**src/rtl/noc_flit_pkg.sv**
```systemverilog
// +----------------------------------------------------------------------------+
// | Module      : noc_flit_pkg                                                 |
// | Description : Shared flit layout, flit types and width helpers for the     |
// |               tile splitter, egress queue and packet collector.            |
// | Revision    : 1.0 - initial release                                        |
// +----------------------------------------------------------------------------+
`default_nettype none

package noc_flit_pkg;

    localparam int c_ftypeW = 2;
    localparam int c_instrW = 3;
    localparam int c_dataW  = 16;
    localparam int c_ftypeLsb = 0;

    typedef enum logic [1:0] {
        FT_HEAD   = 2'b00,
        FT_BODY   = 2'b01,
        FT_TAIL   = 2'b10,
        FT_SINGLE = 2'b11
    } ftype_e;

    function automatic int addrWidth(input int nodeCount);
        return $clog2(nodeCount);
    endfunction

    // Layout MSB->LSB: valid | dest | src | data | instr | packet_id | ftype
    function automatic int flitWidth(input int nodeCount, input int pidWidth);
        return 1 + 2 * addrWidth(nodeCount) + c_dataW + c_instrW + pidWidth + c_ftypeW;
    endfunction

endpackage

`default_nettype wire

```
**src/rtl/flit_sync_fifo.sv**
```systemverilog
// +----------------------------------------------------------------------------+
// | Module      : flit_sync_fifo                                               |
// | Description : Single-clock flit FIFO; head is presented from registered    |
// |               state and reads as all-zero when empty.                      |
// | Revision    : 1.0 - initial release                                        |
// +----------------------------------------------------------------------------+
`default_nettype none

module flit_sync_fifo #(
    parameter int DEPTH = 4,
    parameter int WIDTH = 35
) (
    input  logic                       clk,
    input  logic                       rst,
    input  logic                       i_push,
    input  logic [WIDTH-1:0]           i_pushData,
    input  logic                       i_pop,
    output logic [WIDTH-1:0]           o_headData,
    output logic                       o_full,
    output logic                       o_empty,
    output logic [$clog2(DEPTH+1)-1:0] o_occupancy
);

    localparam int c_ptrW = $clog2(DEPTH);
    localparam int c_occW = $clog2(DEPTH + 1);

    logic [WIDTH-1:0]  r_mem [DEPTH];
    logic [c_ptrW-1:0] r_wrPtr;
    logic [c_ptrW-1:0] r_rdPtr;
    logic [c_occW-1:0] r_occ;

    logic w_full;
    logic w_empty;
    logic w_doPush;
    logic w_doPop;

    assign w_full   = (r_occ == c_occW'(DEPTH));
    assign w_empty  = (r_occ == '0);
    assign w_doPush = i_push & ~w_full;
    assign w_doPop  = i_pop & ~w_empty;

    // Storage carries no reset; the empty flag masks stale entries.
    always_ff @(posedge clk) begin
        if (w_doPush) begin
            r_mem[r_wrPtr] <= i_pushData;
        end
    end

    always_ff @(posedge clk) begin
        if (rst) begin
            r_wrPtr <= '0;
            r_rdPtr <= '0;
            r_occ   <= '0;
        end else begin
            if (w_doPush) begin
                r_wrPtr <= r_wrPtr + c_ptrW'(1);
            end
            if (w_doPop) begin
                r_rdPtr <= r_rdPtr + c_ptrW'(1);
            end
            unique case ({w_doPush, w_doPop})
                2'b10:   r_occ <= r_occ + c_occW'(1);
                2'b01:   r_occ <= r_occ - c_occW'(1);
                default: r_occ <= r_occ;
            endcase
        end
    end

    assign o_headData  = w_empty ? '0 : r_mem[r_rdPtr];
    assign o_full      = w_full;
    assign o_empty     = w_empty;
    assign o_occupancy = r_occ;

endmodule

`default_nettype wire

```
**src/rtl/tile_flit_egress_queue.sv**
```systemverilog
// +----------------------------------------------------------------------------+
// | Module      : tile_flit_egress_queue                                       |
// | Description : Buffers tile flits toward the router injection port, checks  |
// |               head/body/tail framing and counts injected flits/packets.    |
// | Revision    : 1.0 - initial release                                        |
// +----------------------------------------------------------------------------+
`default_nettype none

module tile_flit_egress_queue
    import noc_flit_pkg::*;
#(
    parameter int NODE_COUNT      = 9,
    parameter int PACKET_ID_WIDTH = 5,
    parameter int DEPTH           = 4,
    parameter int CNT_W           = 16,
    localparam int FLIT_W         = flitWidth(NODE_COUNT, PACKET_ID_WIDTH)
) (
    input  logic              clk,
    input  logic              rst,
    input  logic [FLIT_W-1:0] flit_in,
    output logic              tile_ready,
    output logic [FLIT_W-1:0] flit_out,
    input  logic              router_ready,
    output logic [CNT_W-1:0]  flit_count,
    output logic [CNT_W-1:0]  pkt_count,
    output logic              proto_err,
    output logic              drop_err
);

    localparam int c_occW = $clog2(DEPTH + 1);

    typedef enum logic [0:0] {
        ST_IDLE   = 1'b0,
        ST_IN_PKT = 1'b1
    } frameState_e;

    logic              w_full;
    logic              w_empty;
    logic [c_occW-1:0] w_occupancy;
    logic [FLIT_W-1:0] w_head;
    logic              w_inValid;
    logic              w_push;
    logic              w_pop;
    ftype_e            w_inType;
    ftype_e            w_outType;

    frameState_e       r_state;
    logic              r_protoErr;
    logic              r_dropErr;
    logic [CNT_W-1:0]  r_flitCount;
    logic [CNT_W-1:0]  r_pktCount;

    // Ready depends on registered occupancy only, never on router_ready.
    assign tile_ready = (w_occupancy < c_occW'(DEPTH));
    assign w_inValid  = flit_in[FLIT_W-1];
    assign w_push     = w_inValid & tile_ready;
    assign w_pop      = ~w_empty & router_ready;
    assign w_inType   = ftype_e'(flit_in[c_ftypeLsb +: c_ftypeW]);
    assign w_outType  = ftype_e'(w_head[c_ftypeLsb +: c_ftypeW]);

    flit_sync_fifo #(
        .DEPTH (DEPTH),
        .WIDTH (FLIT_W)
    ) u_fifo (
        .clk         (clk),
        .rst         (rst),
        .i_push      (w_push),
        .i_pushData  (flit_in),
        .i_pop       (w_pop),
        .o_headData  (w_head),
        .o_full      (w_full),
        .o_empty     (w_empty),
        .o_occupancy (w_occupancy)
    );

    // Framing is advisory: errors are flagged but the flit is still stored.
    always_ff @(posedge clk) begin
        if (rst) begin
            r_state    <= ST_IDLE;
            r_protoErr <= 1'b0;
        end else if (w_push) begin
            unique case (w_inType)
                FT_HEAD: begin
                    if (r_state == ST_IN_PKT) r_protoErr <= 1'b1;
                    r_state <= ST_IN_PKT;
                end
                FT_BODY: begin
                    if (r_state == ST_IDLE) r_protoErr <= 1'b1;
                end
                FT_TAIL: begin
                    if (r_state == ST_IDLE) r_protoErr <= 1'b1;
                    r_state <= ST_IDLE;
                end
                FT_SINGLE: begin
                    if (r_state == ST_IN_PKT) r_protoErr <= 1'b1;
                    r_state <= ST_IDLE;
                end
                default: r_state <= r_state;
            endcase
        end
    end

    always_ff @(posedge clk) begin
        if (rst) begin
            r_dropErr   <= 1'b0;
            r_flitCount <= '0;
            r_pktCount  <= '0;
        end else begin
            if (w_inValid && w_full) begin
                r_dropErr <= 1'b1;
            end
            if (w_pop) begin
                r_flitCount <= r_flitCount + CNT_W'(1);
                if (w_outType == FT_TAIL || w_outType == FT_SINGLE) begin
                    r_pktCount <= r_pktCount + CNT_W'(1);
                end
            end
        end
    end

    assign flit_out   = w_head;
    assign flit_count = r_flitCount;
    assign pkt_count  = r_pktCount;
    assign proto_err  = r_protoErr;
    assign drop_err   = r_dropErr;

endmodule

`default_nettype wire

```
**config.mk**
```make
export PLATFORM = sky130hd
export DESIGN_NAME = tile_flit_egress_queue
export DESIGN_NICKNAME = d
export VERILOG_FILES = /design/src/rtl/noc_flit_pkg.sv /design/src/rtl/flit_sync_fifo.sv /design/src/rtl/tile_flit_egress_queue.sv
export SDC_FILE = /design/constraint.sdc
export NUM_CORES = 1
export LEC_CHECK = 0
export BUFFER_PORTS_ARGS = -buffer_cell sky130_fd_sc_hd__buf_2
export CAP_MARGIN = 20
export CORE_ASPECT_RATIO = 1.75
export CORE_MARGIN = 3
export CORE_UTILIZATION = 30
export CTS_BUF_LIST = sky130_fd_sc_hd__clkbuf_4 sky130_fd_sc_hd__clkbuf_8
export DETAILED_ROUTE_END_ITERATION = 6
export SYNTH_ARGS = -nofsm -noshare
export SYNTH_HDL_FRONTEND = slang
export SYNTH_SLANG_ARGS = --single-unit
```
**constraint.sdc**
```tcl
create_clock -name clk -period 2.96 [get_ports clk]
set_input_delay 0.592 -clock clk [delete_from_list [all_inputs] [get_ports clk]]
set_output_delay 0.592 -clock clk [all_outputs]
set_load 0.01 [all_outputs]
```
Word level (Yosys, flattened, before mapping)
Memory sizes are Yosys's and may differ from the RTL's. A register that Yosys moved wholly into a read port is not among the register bits.
Cells that the tools add are included.
{"block": "totals", "in_bits": 38, "output_inout_bits": 70, "mem_bits_rw": 140, "elab_cells": 54, "mem_count": 1, "regBits": 42}
{"block": "classes", "n_eq_ne": 10, "reduce_logical": 12, "bitwise_logic": 6, "n_lt_le_gt_ge": 1, "mux": 10, "add_sub_neg": 6}
{"memory": "u_fifo.r_mem", "words": 4, "width": 35, "read_ports": 1, "rd_clocked_by_memory_dff": 1, "write_ports": 1, "line": "flit_sync_fifo.sv:27", "source": "logic [WIDTH-1:0] r_mem [DEPTH];"}
{"cell": "$mux 35", "count": 1}
{"cell": "$add 16x1->16 const B", "count": 2}
{"cell": "$eq 2x2->1 const B", "count": 5}
{"cell": "$pmux 3 s2", "count": 1}
{"cell": "$reduce_or 2->1", "count": 3}
{"cell": "$add 2x1->2 const B", "count": 2}
{"cell": "$and 1x1->1", "count": 4}
{"cell": "$eq 2x1->1 const B", "count": 2}
{"cell": "$mux 1", "count": 4}
{"cell": "$mux 2", "count": 2}
{"cell": "$pmux 1 s2", "count": 2}
{"cell": "$reduce_and 2->1", "count": 2}
{"cell": "$reduce_bool 2->1", "count": 2}
{"cell": "$add 3x1->3 const B", "count": 1}
{"cell": "$eq 3x3->1 const B", "count": 1}
{"cell": "$logic_not 3->1", "count": 1}
{"cell": "$lt 3x3->1 const B", "count": 1}
{"cell": "$reduce_and 3->1", "count": 1}
{"cell": "$sub 3x1->3 const B", "count": 1}
{"cell": "$logic_not 2->1", "count": 1}
{"cell": "$ne 2x1->1 const B", "count": 1}
{"cell": "$ne 2x2->1 const B", "count": 1}
{"cell": "$not 1->1", "count": 2}
{"cell": "$logic_and 1x1->1", "count": 1}
{"cell": "$logic_or 1x1->1", "count": 1}

Depth between registers and ports, before layout
{"block": "logic_depth", "ltp_word": 6, "ltp_mapped": 9}

Hierarchy
From an unflattened synthesis, not the netlist that was laid out.
{"block": "unflattened", "hier_cells": 463, "hier_area_um2": 7455.9}
{"mod": "flit_sync_fifo", "cells_each": 276, "n_inst": 1, "area_per_inst_um2": 5840.6}
{"mod": "tile_flit_egress_queue", "cells_each": 187, "n_inst": 1, "area_per_inst_um2": 1615.3}

Worst setup path after synthesis
OpenSTA, ideal clock, no wires.
{"block": "synth_path", "path_type": "input-to-reg", "start": "in router_ready", "end": "reg u_fifo.r_occ[2], in the netlist u_fifo.o_occupancy[2]", "setup_time_ns": 0.070, "path_slack_ns": 0.662, "path_stages": 9, "path_buffers": 2, "t_arrival_ns": 2.228, "path_cell_list": "o31a_1 buf_4 buf_2 ha_1 inv_1 fa_1 xor2_1 or3_1 a21oi_1"}
{"block": "synth_between", "elab_chain_len": 4}
{"element": "from (decl)", "line": "tile_flit_egress_queue.sv:23", "source": "input logic router_ready,"}
{"element": "$and 1x1->1 *", "line": "tile_flit_egress_queue.sv:57", "source": "assign w_pop = ~w_empty & router_ready;"}
{"element": "net u_fifo.i_pop", "line": "flit_sync_fifo.sv:17", "source": "input logic i_pop,"}
{"element": "$and 1x1->1 *", "line": "flit_sync_fifo.sv:40", "source": "assign w_doPop = i_pop & ~w_empty;"}
{"element": "$eq 2x1->1 or $eq 2x2->1 (tied branches)", "line": "flit_sync_fifo.sv:61", "source": "unique case ({w_doPush, w_doPop})"}
{"element": "$pmux 3 s2 or $reduce_bool 2->1 (tied branches)"}
{"element": "to (signal assigned)", "line": "flit_sync_fifo.sv:62", "source": "2'b10: r_occ <= r_occ + c_occW'(1);"}
{"element": "to (signal assigned)", "line": "flit_sync_fifo.sv:63", "source": "2'b01: r_occ <= r_occ - c_occW'(1);"}
{"element": "to (signal assigned)", "line": "flit_sync_fifo.sv:64", "source": "default: r_occ <= r_occ;"}
{"element": "to (decl)", "line": "flit_sync_fifo.sv:30", "source": "logic [c_occW-1:0] r_occ;"}
The timed path passes the listed nets; every way through them passes the cells marked *.
A chain may end at the register's enable or synchronous reset.

==> summary.md <==
| Metric | Value |
|---|---|
| Seq/Total Area, Yosys | 0.693 |
| Synth cell types | 34 |
| Vias per inst | about 4.7 |
| Initial DRC count | 260 |
| Num ports | between 100 and 150 |
| Clk Latency, worst-skew pair | 460 ps |
| CTS Buffer Depth | 2 |
| CTS Hold Bufs | 0 |
| Period minus WS final | 2760 ps |
| FF-to-FF Start | u_fifo.o_occupancy[2] |
| Initial antenna violation count | 0 |
| Clk root buf | clkbuf_8 |
| WP data required | 2370 ps |
| Final wirelength | ~15000 µm |
| Post-Syn Area | 7340 µm² |
| CTS tree | yes |
| Area Growth Syn to Fin | 18.8% |
| Starting Density | 0.306 |
| DRC viols | 0 |
| Top Usage Layer GRT | met2 |
| CTS Buf Count | 17 |
| Share of cells above drive strength 1 | 0.328 |
| Met3 usage | 0.0348 |
| Setup Skew | 11.9 ps |
| Clk slew on worst S/H paths | 90 ps |
| Post-Syn Nets | around 500 |
| Final period util | 0.933 |
| Total GRT Usage | 0.117 |
| Critical path fanouts, max | 18 |
| Pwr Density | 816 nW/µm² |
| # Post-CTS Setup Buffers | 0 |
| Critical path type | reg2out |
| Synth top area cells | edfxtp_1 57%, dfxtp_1 12%, mux4_2 11% |
| GR Overflow Total | 0 |
| Total number of vias | between 4000 and 5000 |
| 1st-pass router iterations | 4 |
| Crit path DAT | roughly 2200 ps |
| Core footprint | 24000 µm² |
| Vias in the first global route | between 4000 and 5000 |
| Critical path endpoint | flit_out[20] |
| Yosys warning count | 0 |
| Met1 usage | 0.120 |
| Setup TNS | 0 ps |
| DP Wirelength | 10300 µm |
| FF-to-FF path depth | 8 |
| Flop-to-flop setup slack | roughly 830 ps |
| Final Max Tran Viols | 0 |
| RSZ-0062 raised after global routing | false |
| Leak Pwr | between 3 and 4 nW |
| Worst setup SP type | register |
| Cts repair resizes | 0 |
| Final Wtd Congestion | 0.715 |
| I/O Buffers | 107 |
| Die X-Extent | about 120 µm |
| Final setup fails | 0 |
| First-pass GRT wire length | around 24000 µm |
| Yosys top cell area share | 0.573 |
| Avg Inst Size Synth | about 16 µm² |
| Peak supply drop | slightly above 0.3 mV |
| H-tree depth | 4 |
| Site Rows | 75 |
| R2r endpoint | u_fifo.o_occupancy[2] |
| Per-cell routed wire length | roughly 17 µm |
| Worst Hold Class | in2reg |
| Slew headroom | 0.634 |
| Hold WS | 334 ps |
| Grt met2 use | 0.224 |
| Die area | between 20000 and 30000 µm² |
| Antenna viol nets, final | 0 |
| Hold Path Cell Cnt | 1 |
| Clk sink count | 184 |
| Outcome | finished clean |
| #FFs+latches synth | between 150 and 200 |
| Crit path capture type | output port |
| Slew @ Worst Pin | ~550 ps |
| Fmax | 362 MHz |
| Antenna Cells | 0 |
| Leading area contributor after synthesis | edfxtp_1 |
| Final count of hold timing violations | 0 |
| Post-Syn Instances | ~450 |
| Die height | between 200 and 250 µm |
| Fin nets | slightly above 600 |
| Largest net degree at the start of global routing | 37 |
| Max-cap violations | 0 |
[layer usage]
| layer | vias up | share of wire |
|---|---|---|
| li1 | 1952 | - |
| met1 | 2088 | 0.37 |
| met2 | 97 | 0.57 |
| met3 | 17 | 0.044 |
| met4 | 0 | 0.017 |
| met5 | - | 0 |
[logic make-up (layout without fill, tap and decap cells)]
kind of cell | Yosys count | after routing | synth area share
AO/OA/AOI/OAI | 33 | 33 | 0.0256
XOR/XNOR | 24 | 24 | 0.0286
adder cells (fa/ha/maj) | 11 | 11 | 0.0198
buffers and inverters | 32 | 161 | 0.0198
flip-flops | 184 | 184 | 0.693
multiplexers | 37 | 37 | 0.110
AND/OR/NAND/NOR | 133 | 133 | 0.103
[where the power goes]
part           total (W)  internal [W]  switching (W)
clock            0.00193       0.00108       0.000852
sequential       0.00320       0.00308       0.000126
combinational    0.00198      0.000889        0.00110
[worst min path at each step]
stage | startpoint | endpoint | slack [ps]
2_1_floorplan | r_state | r_state | 460
3_3_place_gp | drop_err | drop_err | 460
3_5_place_dp | drop_err | drop_err | 470
4_1_cts | flit_in[5] | u_fifo.r_mem[2][5] | 290
5_1_grt | flit_in[5] | u_fifo.r_mem[2][5] | 280
6_report | flit_in[5] | u_fifo.r_mem[2][5] | 330
[through the flow]
stage | instance area [µm²] | power (W) | std cells | utilization | setup slack [ps]
after global placement | 8260 | 0.00527 | 860 | 0.344 | 613
after CTS | 8720 | 0.00728 | 891 | 0.363 | 82.0
after floorplan | 7340 | 0.00459 | 454 | - | 662
final | 8720 | 0.00712 | 891 | 0.363 | 199
after global routing | 8720 | 0.00754 | 891 | 0.363 | 50.6
after detailed placement | 8260 | 0.00534 | 860 | 0.344 | 476
[sequential cells by signal, indices dropped and copies added (netlist names), named ones only]
register            flops
r_state                 1
flit_count             16
drop_err                1
proto_err               1
u_fifo.r_wrPtr          2
u_fifo.o_occupancy      3
u_fifo.r_rdPtr          2
u_fifo.r_mem          140
pkt_count              16
[cells in the mapped netlist (all sizes together)]
| library cell | count |
|---|---|
| edfxtp | 140 |
| and3 | 7 |
| or3 | 8 |
| fa | 1 |
| and4 | 4 |
| or4 | 5 |
| xor2 | 20 |
| dfxtp | 44 |
| clkbuf | 13 |
| nor3 | 1 |
| a21oi | 17 |
| nand4 | 11 |
| and2 | 7 |
| buf | 8 |
| ha | 10 |
| nor2 | 31 |
| nor3b | 2 |
| o31ai | 4 |
| nand3 | 11 |
| mux4 | 35 |
| mux2i | 1 |
| a41oi | 1 |
| o311a | 1 |
| nor2b | 37 |
| inv | 11 |
| o21ai | 9 |
| o31a | 1 |
| nand2 | 9 |
| xnor2 | 4 |
| mux2 | 1 |
[worst max-delay path, cell delays in order, from the launching register on]
cell and delay (ps):
dfxtp_2 670, buf_4 380, mux4_2 350, nor2b_1 140, buf_2 150
[cell usage in the layout (no fill, tap or decap), types with 5 or more instances in the layout]
| master | count |
|---|---|
| edfxtp_1 | 140 |
| buf_2 | 107 |
| dfxtp_1 | 42 |
| nor2b_1 | 37 |
| mux4_2 | 35 |
| nor2_1 | 31 |
| xor2_1 | 20 |
| a21oi_1 | 17 |
| clkbuf_8 | 17 |
| buf_4 | 12 |
| inv_1 | 11 |
| nand3_1 | 11 |
| nand4_1 | 10 |
| ha_1 | 10 |
| o21ai_0 | 9 |
| nand2_1 | 8 |
| or3_1 | 8 |
| and3_1 | 7 |
| bufinv_16 | 6 |
| or4_1 | 5 |
[cell type report]
type	instances	area, µm²
sequential	184	5090
clock buffer	17	234
fill	2327	15300
tap	308	385
inverter	11	41.3
multi-input combinational	238	2120
timing repair buffer	119	626
clock inverter	14	228
Note: power is estimated with default switching activity, not from simulation.
